**src/rtl/performance_ch_avg_collector.sv**
```systemverilog
// Average-latency collector for one channel: serves the prog/read/erase counters in turn,
// divides each latency sum by its request count and acknowledges the counter with a pulse.
module performance_ch_avg_collector #(
    parameter int unsigned CNT_WD       = 32,
    parameter int unsigned PROG_REQ_WD  = 10,
    parameter int unsigned READ_REQ_WD  = 12,
    parameter int unsigned ERASE_REQ_WD = 10
) (
    input  logic                    i_bus_clk,
    input  logic                    i_bus_rst,
    input  logic                    i_prog_ready,
    input  logic [CNT_WD-1:0]       i_prog_cnt,
    input  logic [PROG_REQ_WD-1:0]  i_prog_req_cnt,
    output logic                    o_prog_cp_cmplt,
    input  logic                    i_read_ready,
    input  logic [CNT_WD-1:0]       i_read_cnt,
    input  logic [READ_REQ_WD-1:0]  i_read_req_cnt,
    output logic                    o_read_cp_cmplt,
    input  logic                    i_erase_ready,
    input  logic [CNT_WD-1:0]       i_erase_cnt,
    input  logic [ERASE_REQ_WD-1:0] i_erase_req_cnt,
    output logic                    o_erase_cp_cmplt,
    output logic [CNT_WD-1:0]       o_prog_avg,
    output logic [CNT_WD-1:0]       o_read_avg,
    output logic [CNT_WD-1:0]       o_erase_avg,
    output logic [2:0]              o_valid,
    input  logic [2:0]              i_clr,
    output logic                    o_busy
);

    localparam int unsigned DIV_CW = $clog2(CNT_WD);
    localparam logic [DIV_CW-1:0] DIV_LAST = DIV_CW'(CNT_WD - 1);

    typedef enum logic [2:0] {ST_IDLE, ST_LATCH, ST_DIV, ST_STORE, ST_ACK} state_t;

    state_t              state_q, state_d;
    logic [1:0]          grant_q, grant_d, last_q, last_d;
    logic [2:0]          lock_q, lock_d, valid_q, valid_d, cp_q, cp_d;
    logic [CNT_WD:0]     rem_q, rem_d;
    logic [CNT_WD-1:0]   quo_q, quo_d, dvsr_q, dvsr_d;
    logic [DIV_CW-1:0]   div_cnt_q, div_cnt_d;
    logic [CNT_WD-1:0]   prog_avg_q, prog_avg_d, read_avg_q, read_avg_d, erase_avg_q, erase_avg_d;
    logic                busy_q, busy_d;

    logic [2:0]          ready_c, elig_c;
    logic [CNT_WD-1:0]   sel_sum_c, sel_req_c, result_c;
    logic [CNT_WD:0]     rem_sh_c;

    // Round-robin pick: search starts at the source after the last served one.
    function automatic logic [1:0] rr_pick(input logic [2:0] elig, input logic [1:0] last);
        logic [1:0] p0, p1, p2;
        case (last)
            2'd0:    begin p0 = 2'd1; p1 = 2'd2; p2 = 2'd0; end
            2'd1:    begin p0 = 2'd2; p1 = 2'd0; p2 = 2'd1; end
            default: begin p0 = 2'd0; p1 = 2'd1; p2 = 2'd2; end
        endcase
        if (elig[p0])      return p0;
        else if (elig[p1]) return p1;
        else               return p2;
    endfunction

    assign ready_c = {i_erase_ready, i_read_ready, i_prog_ready};
    assign elig_c  = ready_c & ~lock_q;

    always_comb begin
        sel_sum_c = i_erase_cnt;
        sel_req_c = CNT_WD'(i_erase_req_cnt);
        case (grant_q)
            2'd0: begin sel_sum_c = i_prog_cnt; sel_req_c = CNT_WD'(i_prog_req_cnt); end
            2'd1: begin sel_sum_c = i_read_cnt; sel_req_c = CNT_WD'(i_read_req_cnt); end
            default: ;
        endcase
    end

    always_ff @(posedge i_bus_clk or posedge i_bus_rst) begin
        if (i_bus_rst) begin
            state_q     <= ST_IDLE;
            grant_q     <= 2'd0;
            last_q      <= 2'd2;
            lock_q      <= '0;
            valid_q     <= '0;
            cp_q        <= '0;
            rem_q       <= '0;
            quo_q       <= '0;
            dvsr_q      <= '0;
            div_cnt_q   <= '0;
            prog_avg_q  <= '0;
            read_avg_q  <= '0;
            erase_avg_q <= '0;
            busy_q      <= 1'b0;
        end else begin
            state_q     <= state_d;
            grant_q     <= grant_d;
            last_q      <= last_d;
            lock_q      <= lock_d;
            valid_q     <= valid_d;
            cp_q        <= cp_d;
            rem_q       <= rem_d;
            quo_q       <= quo_d;
            dvsr_q      <= dvsr_d;
            div_cnt_q   <= div_cnt_d;
            prog_avg_q  <= prog_avg_d;
            read_avg_q  <= read_avg_d;
            erase_avg_q <= erase_avg_d;
            busy_q      <= busy_d;
        end
    end

    always_comb begin
        state_d = state_q;
        case (state_q)
            ST_IDLE:  if (|elig_c) state_d = ST_LATCH;
            ST_LATCH: state_d = (sel_req_c == '0) ? ST_STORE : ST_DIV;
            ST_DIV:   if (div_cnt_q == DIV_LAST) state_d = ST_STORE;
            ST_STORE: state_d = ST_ACK;
            ST_ACK:   state_d = ST_IDLE;
            default:  state_d = ST_IDLE;
        endcase
    end

    always_comb begin
        grant_d     = grant_q;
        last_d      = last_q;
        lock_d      = lock_q & ready_c;
        valid_d     = valid_q & ~i_clr;
        cp_d        = '0;
        rem_d       = rem_q;
        quo_d       = quo_q;
        dvsr_d      = dvsr_q;
        div_cnt_d   = div_cnt_q;
        prog_avg_d  = prog_avg_q;
        read_avg_d  = read_avg_q;
        erase_avg_d = erase_avg_q;
        busy_d      = (state_d != ST_IDLE);
        rem_sh_c    = {rem_q[CNT_WD-1:0], quo_q[CNT_WD-1]};
        result_c    = (dvsr_q == '0) ? '0 : quo_q;
        case (state_q)
            ST_IDLE: begin
                if (|elig_c) begin
                    grant_d = rr_pick(elig_c, last_q);
                    last_d  = rr_pick(elig_c, last_q);
                end
            end
            ST_LATCH: begin
                rem_d     = '0;
                quo_d     = sel_sum_c;
                dvsr_d    = sel_req_c;
                div_cnt_d = '0;
            end
            // One restoring step: the dividend shifts out of quo as quotient bits shift in.
            ST_DIV: begin
                div_cnt_d = div_cnt_q + DIV_CW'(1);
                if (rem_sh_c >= {1'b0, dvsr_q}) begin
                    rem_d = rem_sh_c - {1'b0, dvsr_q};
                    quo_d = {quo_q[CNT_WD-2:0], 1'b1};
                end else begin
                    rem_d = rem_sh_c;
                    quo_d = {quo_q[CNT_WD-2:0], 1'b0};
                end
            end
            ST_STORE: begin
                case (grant_q)
                    2'd0:    prog_avg_d  = result_c;
                    2'd1:    read_avg_d  = result_c;
                    default: erase_avg_d = result_c;
                endcase
                valid_d = valid_d | 3'(3'b001 << grant_q);
                cp_d    = 3'(3'b001 << grant_q);
            end
            // Lockout holds until the counter's registered ready is seen low.
            ST_ACK: lock_d = lock_d | 3'(3'b001 << grant_q);
            default: ;
        endcase
    end

    assign o_prog_cp_cmplt  = cp_q[0];
    assign o_read_cp_cmplt  = cp_q[1];
    assign o_erase_cp_cmplt = cp_q[2];
    assign o_prog_avg       = prog_avg_q;
    assign o_read_avg       = read_avg_q;
    assign o_erase_avg      = erase_avg_q;
    assign o_valid          = valid_q;
    assign o_busy           = busy_q;

endmodule

```
**config.mk**
```make
export PLATFORM = sky130hd
export DESIGN_NAME = performance_ch_avg_collector
export DESIGN_NICKNAME = d
export VERILOG_FILES = /design/src/rtl/performance_ch_avg_collector.sv
export SDC_FILE = /design/constraint.sdc
export NUM_CORES = 1
export LEC_CHECK = 0
export CAP_MARGIN = 20
export CORE_UTILIZATION = 30
export DETAILED_ROUTE_END_ITERATION = 8
export GPL_TIMING_DRIVEN = 0
export SYNTH_ARGS = -nofsm -noshare
export SYNTH_HDL_FRONTEND = slang
export SYNTH_SLANG_ARGS = --single-unit
```
**constraint.sdc**
```tcl
create_clock -name i_bus_clk -period 10 [get_ports i_bus_clk]
set_clock_uncertainty 0.1 [all_clocks]
set_input_delay 3 -clock i_bus_clk [delete_from_list [all_inputs] [get_ports i_bus_clk]]
set_output_delay 3 -clock i_bus_clk [all_outputs]
set_load 0.01 [all_outputs]
```
# ---- Yosys cells after proc, flatten, opt, wreduce, memory -nomap -nowiden
# Cells that the tools add are included.
dict set report classes {
  n_reduce_logical 13
  n_addsub 2
  eq_ne 7
  bitwise_logic 8
  magnitude_cmp 3
  mux 28
  shift 1
}
# op n
set ops {}
lappend ops {{$pmux 32 s2} 3}
lappend ops {{$logic_not 32->1} 2}
lappend ops {{$mux 32} 2}
lappend ops {{$ge 33x32->1} 1}
lappend ops {{$sub 32x32->32} 1}
lappend ops {{$pmux 12 s2} 1}
lappend ops {{$mux 3} 5}
lappend ops {{$mux 2} 6}
lappend ops {{$pmux 2 s2} 3}
lappend ops {{$pmux 3 s4} 1}
lappend ops {{$pmux 5 s2} 1}
lappend ops {{$and 3x3->3} 3}
lappend ops {{$reduce_and 2->1} 4}
lappend ops {{$eq 3x2->1 const B} 2}
lappend ops {{$lt 2x3->1 const B} 2}
lappend ops {{$not 3->3} 2}
lappend ops {{$or 3x3->3} 2}
lappend ops {{$add 5x1->5 const B} 1}
lappend ops {{$eq 5x5->1 const B} 1}
lappend ops {{$bmux 1 s2} 2}
lappend ops {{$eq 2x1->1 const B} 2}
lappend ops {{$logic_not 2->1} 2}
lappend ops {{$mux 1} 4}
lappend ops {{$eq 3x1->1 const B} 1}
lappend ops {{other kinds (8)} 8}
dict set report totals {
  reg_bits 214
  output_inout_bits 103
  in_bits 136
}

# ---- Depth between registers and ports, before layout
# Gate-level depths: netlist (run 1).
dict set report logic_depth {
  ltp_word 9
  mapped_depth 11
}

# ---- Least setup slack after synthesis (run 1)
# Ideal clock, no wire load.
dict set report synth_path {
  path_kind {input to register}
  startpoint {input port i_read_ready}
  endpoint {register grant_q[1]}
  setup_ns 0.119
  stages 7
  slack_ns 5.861
  arrival_ns 3.920
  path_buffers 0
  t_required_ns 9.781
  path_cell_list {nor2b_1 -> nor2b_1 -> nand2_1 -> nand2_1 -> nor2_1 -> o311ai_0 -> o21a_1}
}
dict set report synth_between {
  elab_chain_cells 5
  word_cells_on_any_way 9
  classes_between {mux: 6; bitwise: 1; reduce/logical: 2}
}
# element line_no
set synth_rtl {}
lappend synth_rtl {{from (decl)} 15} ;# input logic i_read_ready,
lappend synth_rtl {{$and 3x3->3 *} 63} ;# assign elig_c = ready_c & ~lock_q;
lappend synth_rtl {{$bmux 1 s2} 58} ;# else if (elig[p1]) return p1;
lappend synth_rtl {{$mux 1 (implied by the code)} 58}
lappend synth_rtl {{$mux 2} 58}
lappend synth_rtl {{$mux 2} 57} ;# if (elig[p0]) return p0;
lappend synth_rtl {{to (signal assigned)} 93} ;# grant_q <= grant_d;
lappend synth_rtl {{to (decl)} 37} ;# logic [1:0] grant_q, grant_d, last_q, last_d;
# Every way passes the cells marked *; elsewhere a longest branch is shown, timed or not. The select of a mux whose other input is x is not followed.
# A chain may end at the register's enable or synchronous reset.

# ---- Worst setup path after layout (run 1)
dict set report layout_path {
  startpoint {register erase_avg_q[26] (netlist: o_erase_avg[26])}
  endpoint {output port o_erase_avg[26]}
}
# element line_no
set layout_rtl {}
lappend layout_rtl {{from (decl)} 42} ;# logic [CNT_WD-1:0] prog_avg_q, prog_avg_d, read_avg_q, read_avg_d, erase_avg_q, erase_avg_d;
lappend layout_rtl {{from (signal assigned)} 104} ;# erase_avg_q <= erase_avg_d;
lappend layout_rtl {{to (decl)} 25} ;# output logic [CNT_WD-1:0] o_erase_avg,
# No word-level cell between the ends.

==> results of run 1 <==
## synth_stat cells, drive strengths merged (3+ instances only)
master,instances
a211o,3
buf,12
inv,20
or3b,3
and2,3
ha,14
a32o,3
nor3,11
nand2,185
a211oi,3
nor4,8
nor2b,7
o31ai,4
or3,6
mux2i,51
nor2,38
o22ai,32
a21oi,66
o21a,3
or4,7
a21o,4
clkbuf,52
dfrtp,192
nand4,3
nand3,23
nand3b,4
o21ai,139
nand2b,5
and3,5
mux2,31
o211ai,6
xor2,8
a22o,5
xnor2,6
a32oi,3
## registers in the layout, indices dropped and copies added (netlist names), 5 cells and up
name and flops:
div_cnt_q 5, dvsr_q 12, o_erase_avg 32, o_prog_avg 32
o_read_avg 32, quo_q 32, rem_q 32
## layer usage
layer  part of all wire [%]  vias up  track usage [%]
met5                      0        -                0
met4                    2.0        0             5.30
met3                    6.0       32             3.88
met2                     46      284             29.3
met1                     46     4185             27.6
li1                       -     4038                -
## worst paths after layout
check	start	endpoint
setup / recovery	o_erase_avg[26]$_DFFE_PP0P_	o_erase_avg[26]
hold / removal	lock_q[2]$_DFF_PP0_	lock_q[2]$_DFF_PP0_
setup reg to reg	rem_q[16]$_DFFE_PP0P_	rem_q[30]$_DFFE_PP0P_
hold reg to reg	lock_q[2]$_DFF_PP0_	lock_q[2]$_DFF_PP0_
max in group asynchronous	i_bus_rst	lock_q[2]$_DFF_PP0_
min in group asynchronous	i_bus_rst	o_valid[1]$_DFF_PP0_
## layout by cell type (no fill, tap or decap), types with 4 or more instances in the layout
| master | count |
|---|---|
| a21o_1 | 4 |
| a21oi_1 | 65 |
| a22o_1 | 5 |
| and3_1 | 5 |
| buf_1 | 10 |
| clkbuf_1 | 53 |
| clkbuf_16 | 17 |
| clkdlybuf4s50_1 | 238 |
| dfrtp_1 | 192 |
| ha_1 | 14 |
| inv_1 | 19 |
| inv_8 | 5 |
| mux2_2 | 31 |
| mux2i_1 | 51 |
| nand2_1 | 185 |
| nand2b_1 | 5 |
| nand3_1 | 23 |
| nand3b_1 | 4 |
| nor2_1 | 38 |
| nor2b_1 | 7 |
| nor3_1 | 11 |
| nor4_1 | 7 |
| o211ai_1 | 6 |
| o21ai_0 | 139 |
| o22ai_1 | 32 |
| o31ai_1 | 4 |
| or3_1 | 6 |
| or4_1 | 6 |
| xnor2_1 | 6 |
| xor2_1 | 8 |
## cell families after synthesis
| group | synth area share [%] |
|---|---|
| compound gates | 17.4 |
| xor+xnor | 1.31 |
| fa+ha+maj | 2.08 |
| buf+inv | 3.39 |
| flops | 51.5 |
| mux | 9.16 |
| simple gates | 15.2 |
## layout make-up
cell class                      instances  area, µm²  share of cell area (%)
Buffer                                 64        243                    1.88
Clock inverter                         14        144                    1.12
Tap cell                              396        495                    3.84
Sequential cell                       193       4830                    37.5
Inverter                               20       82.6                   0.640
Clock buffer                           18        429                    3.33
Multi-Input combinational cell        712       4240                    32.9
Timing Repair Buffer                  241       2430                    18.8
## power breakdown
part	leakage (nW)	internal [mW]	switching (mW)
registers	2.40	1.13	0.253
clock network	0.271	0.333	0.344
logic	3.02	0.991	1.31
## metrics by stage
| stage | worst slack, ns | std cells | area, µm² |
|---|---|---|---|
| 2_1_floorplan | 1.65 | 989 | 9390 |
| 3_3_place_gp | -1.07 | 1623 | 12300 |
| 3_5_place_dp | 5.16 | 1625 | 12300 |
| 4_1_cts | 5.49 | 1657 | 12900 |
| 5_1_grt | 5.44 | 1658 | 12900 |
| 6_report | 5.50 | 1658 | 12900 |
## worst reg2reg max path, delay by kind of cell (launching register included)
family / cells / cell delay, ns
compound gates: 1 / 0.27
flops: 1 / 0.45
simple gates: 6 / 2.56
==> reports/qor.csv, run 1 <==
stage,metric,value,unit
synth,area fraction of the dominant cell type after synthesis,51.2,%
placement,Detail Placement HPWL,22900,µm
clock_tree,TritonCTS clock tree,done,
worst_setup_path,Required @ worst endpoint,6.90,ns
synth,register area share after synthesis,51.5,%
run_status,status,"complete, no violations",
synth,Mapped Nets,1140,
worst_setup_path,element type at the critical path end,primary output,
die,die area,0.0320,mm²
clock_tree,CTS Root Buffer Type,clkbuf_16,
sta,RSZ-0062 raised after global routing,false,
global_route,gr usage total,19.3,%
sta,final setup fails,0,
worst_setup_path,CP cell instances,clkdlybuf4s50_1,
die,Die Ht,179,µm
synth,"area leader, netlist",dfrtp_1,
die,starting density of the core,30.6,%
detailed_routing,Via Count,8539,
sta,max frequency,0.222,GHz
synth,asr flop ratio synth,100,%
global_route,total grt overflow,0,
sta,hold_ws,0.363,ns
power,P_leak,5.70,nW
detailed_routing,DRC viols,0,
sta,Setup TNS,0,ns
clock_tree,Post-CTS Resized,0,
power,VDD IR max,0.143,mV
sta,"Period Utilization, post-route",45.0,%
min_path,WHS Path Cells,2,
final_layout,Area growth syn-to-layout,37.3,%
worst_setup_path,FF-to-FF setup slack,6.50,ns
sta,Final Critical Period,4.50,ns
global_route,initial antenna violation count,0,
clock_tree,worst skew pair latency,0.43,ns
final_layout,Final nets,1400,
clock_tree,H-tree depth,4,
flow_run,maximum capacitance violations,0,
clock_tree,post-CTS setup repair buffer count,0,
worst_setup_path,slowest CP cell,clkdlybuf4s50_1,
worst_setup_path,critical path peak fanout,2,
detailed_routing,Initial DRC Count,698,
synth,syn avg cell area,9.49,µm²
placement,routability congestion estimate from global placement,0.860,
worst_setup_path,CP bufs+invs,1,
detailed_routing,Routed WL,30500,µm
placement,port bufs,238,
clock_tree,clock buffer depth,2,
sta,Rel. slew slack,35.9,%
die,DIE WIDTH,179,µm
global_route,largest net degree at the start of global routing,114,
sta,Worst-Margin Slew,0.961,ns
worst_setup_path,startpoint types,register,
detailed_routing,WL per Instance,18.4,µm
worst_setup_path,Setup CP Type,reg -> out,
synth,Synth Instances,989,
global_route,vias in the first global route,8123,
synth,Synth Flop Type,dfrtp_1,
clock_tree,CTS Buf Count,17,
synth,number of synthesized flops with an enable pin,0,
clock_tree,Clock transition at path regs,0.08,ns
final_layout,# diodes,0,
sta,Final Hold Viols,0,
detailed_routing,post-route ant nets,0,
worst_setup_path,Reg2Reg Depth,7,
die,core area,0.0307,mm²
clock_tree,Hold Buf Count CTS,0,
clock_tree,clk sinks,193,
detailed_routing,average via count per standard cell,5.15,
power,Power Density,338,mW/mm²
worst_setup_path,Critical Path AT,1.40,ns
worst_setup_path,CP max stage delay,0.60,ns
sta,pins over their slew limit,0,
synth,synthesized cell area,0.00939,mm²
synth,Synth cell types,56,
synth,post-synthesis sequential element count,193,
final_layout,fraction of layout instances using a drive strength above 1,5.86,%
detailed_routing,1st-pass router iterations,5,
min_path,Hold Crit Class,reg -> reg,
power,total power,4.36,mW
synth,Ys Warns,0,
worst_setup_path,Worst path top cell family by delay,buffers and inverters,
die,I/O Pins,239,
global_route,first-pass GRT wire length,46800,µm
worst_setup_path,WP depth,1,
die,row count,64,
synth,largest cells by area after synthesis,"dfrtp_1 51%, o21ai_0 7.4%, nand2_1 7.4%",
final_layout,Fillers,3049,
final_layout,utilization after layout,42.0,%
(Power assumes the default switching activity.)
==> inputs of run 2 (changes only) <==
- clock period: 10 -> 4.61 ns (I/O delays scaled with it)
==> reports/qor.csv, run 2 (same netlist as run 1, synthesis figures left out) <==
stage,metric,value,unit,change
run_status,status,"complete, no violations",,unchanged
detailed_routing,WL per Instance,18.7,µm,was 18.4 µm
final_layout,Final nets,1404,,was 1400
sta,Rel. slew slack,34.5,%,was 35.9%
global_route,largest net degree at the start of global routing,43,,was 114
die,Die Ht,179,µm,unchanged
worst_setup_path,FF-to-FF setup slack,1.12,ns,was 6.50 ns
global_route,total grt overflow,0,,unchanged
global_route,initial antenna violation count,0,,unchanged
clock_tree,Hold Buf Count CTS,0,,unchanged
sta,max frequency,0.286,GHz,
worst_setup_path,CP cell instances,"or4_1, nor3_1, nand4b_1, nor4_4, a21oi_2, and4_1, or3_1",,was clkdlybuf4s50_1
placement,routability congestion estimate from global placement,0.849,,was 0.860
clock_tree,clk sinks,193,,unchanged
clock_tree,worst skew pair latency,0.44,ns,was 0.43 ns
final_layout,cell area after layout,0.0130,mm²,was 0.0129 mm²
clock_tree,CTS Buf Count,17,,unchanged
sta,Final Hold Viols,0,,unchanged
worst_setup_path,Required @ worst endpoint,4.82,ns,was 6.90 ns
placement,port bufs,238,,unchanged
worst_setup_path,Critical Path AT,3.70,ns,was 1.40 ns
placement,Detail Placement HPWL,23600,µm,was 22900 µm
sta,final setup fails,0,,unchanged
clock_tree,clock buffer depth,2,,unchanged
worst_setup_path,critical path peak fanout,10,,was 2
global_route,gr usage total,19.7,%,was 19.3%
sta,"Period Utilization, post-route",75.8,%,
placement,Place WS,1.11,ns,was 5.16 ns
clock_tree,post-CTS setup repair buffer count,0,,unchanged
final_layout,fraction of layout instances using a drive strength above 1,6.17,%,was 5.86%
detailed_routing,average via count per standard cell,5.23,,was 5.15
power,Power Density,732,mW/mm²,was 338 mW/mm²
sta,Worst-Margin Slew,0.982,ns,was 0.961 ns
placement,placed cell area,0.0124,mm²,was 0.0123 mm²
die,starting density of the core,30.6,%,unchanged
detailed_routing,1st-pass router iterations,5,,unchanged
sta,Setup TNS,0,ns,unchanged
final_layout,Area growth syn-to-layout,38.1,%,was 37.3%
die,die area,0.0320,mm²,unchanged
clock_tree,Post-CTS Resized,0,,unchanged
detailed_routing,Initial DRC Count,586,,was 698
detailed_routing,Routed WL,31100,µm,was 30500 µm
worst_setup_path,slowest CP cell,or4_1,,was clkdlybuf4s50_1
clock_tree,H-tree depth,4,,unchanged
global_route,vias in the first global route,8444,,was 8123
die,DIE WIDTH,179,µm,unchanged
sta,pins over their slew limit,0,,unchanged
min_path,Hold Crit Class,reg -> reg,,unchanged
worst_setup_path,Setup CP Type,reg -> reg,,was reg -> out
power,VDD IR max,0.309,mV,was 0.143 mV
worst_setup_path,startpoint types,register,,unchanged
clock_tree,Clock transition at path regs,0.08,ns,about the same
sta,"Worst Setup Slack, final",1.12,ns,was 5.50 ns
sta,RSZ-0062 raised after global routing,false,,unchanged
worst_setup_path,element type at the critical path end,register,,was primary output
clock_tree,TritonCTS clock tree,done,,unchanged
final_layout,"commonest cells after routing, fill and taps aside","238 x clkdlybuf4s50_1, 192 x dfrtp_1, 185 x nand2_1",,unchanged
detailed_routing,DRC viols,0,,unchanged
detailed_routing,Via Count,8693,,was 8539
power,P_leak,5.73,nW,was 5.70 nW
clock_tree,CTS Root Buffer Type,clkbuf_16,,unchanged
power,total power,9.49,mW,was 4.36 mW
worst_setup_path,CP max stage delay,0.62,ns,was 0.60 ns
final_layout,# diodes,0,,unchanged
die,core area,0.0307,mm²,unchanged
die,I/O Pins,239,,unchanged
sta,Final Critical Period,3.49,ns,
global_route,first-pass GRT wire length,48100,µm,was 46800 µm
detailed_routing,post-route ant nets,0,,unchanged
flow_run,maximum capacitance violations,0,,unchanged
die,row count,64,,unchanged
final_layout,"most common cell after layout, fill and taps aside",clkdlybuf4s50_1,,unchanged
-- run 2: cell count changes in the layout (fill, tap and decap cells not counted) --
| cell | delta |
|---|---|
| buf_12 | +5 |
| clkinv_8 | +1 |
| inv_8 | -2 |
| buf_16 | -1 |
| inv_6 | -1 |
| clkbuf_1 | -1 |
| clkinv_4 | +2 |
-- run 2: final cells by class --
type | count | area, µm²
fillers | 2994 | 17700
plain buffers | 64 | 243
inverters | 20 | 78.8
multi-input cells | 712 | 4240
repair buffers | 245 | 2500
well taps | 396 | 495
clock inverters | 14 | 150
flip-flops and latches | 193 | 4830
clock buffers | 17 | 425
-- run 2: worst paths after layout --
path	cells past startpoint	from	to
setup / recovery	7	rem_q[16]$_DFFE_PP0P_	rem_q[30]$_DFFE_PP0P_
hold / removal	2	lock_q[2]$_DFF_PP0_	lock_q[2]$_DFF_PP0_
setup reg to reg	7	rem_q[16]$_DFFE_PP0P_	rem_q[30]$_DFFE_PP0P_
hold reg to reg	2	lock_q[2]$_DFF_PP0_	lock_q[2]$_DFF_PP0_
max in group asynchronous	6	i_bus_rst	quo_q[13]$_DFFE_PP0P_
min in group asynchronous	2	i_bus_rst	cp_q[1]$_DFF_PP0_
-- run 2: metal layers --
layer	global-route usage [%]	routed length (µm)	vias to the layer above	share of wire (%)
met3	3.27	1940	38	6.2
li1	-	-	4047	-
met2	30.7	14300	330	46
met1	28.2	14300	4278	46
met4	5.01	552	0	1.8
met5	0	0	-	0
-- run 2: worst max-delay path, delay by kind of cell (launching register included) --
kind | cells | cell delay, ns
compound gates | 1 | 0.26
simple gates | 6 | 2.55
flops | 1 | 0.46
-- run 2: metrics by stage --
stage          instances  hold slack, ns  utilization, %
6_report            1661           0.373            42.3
4_1_cts             1660           0.372            42.3
3_5_place_dp        1629           0.353            40.4
2_1_floorplan        989           0.332               -
3_3_place_gp        1623           0.353            40.0
5_1_grt             1661           0.395            42.3
-- run 2: report_power, final --
part	internal, mW	switching [mW]
clock	0.720	0.749
combinational	2.16	2.85
sequential	2.45	0.561
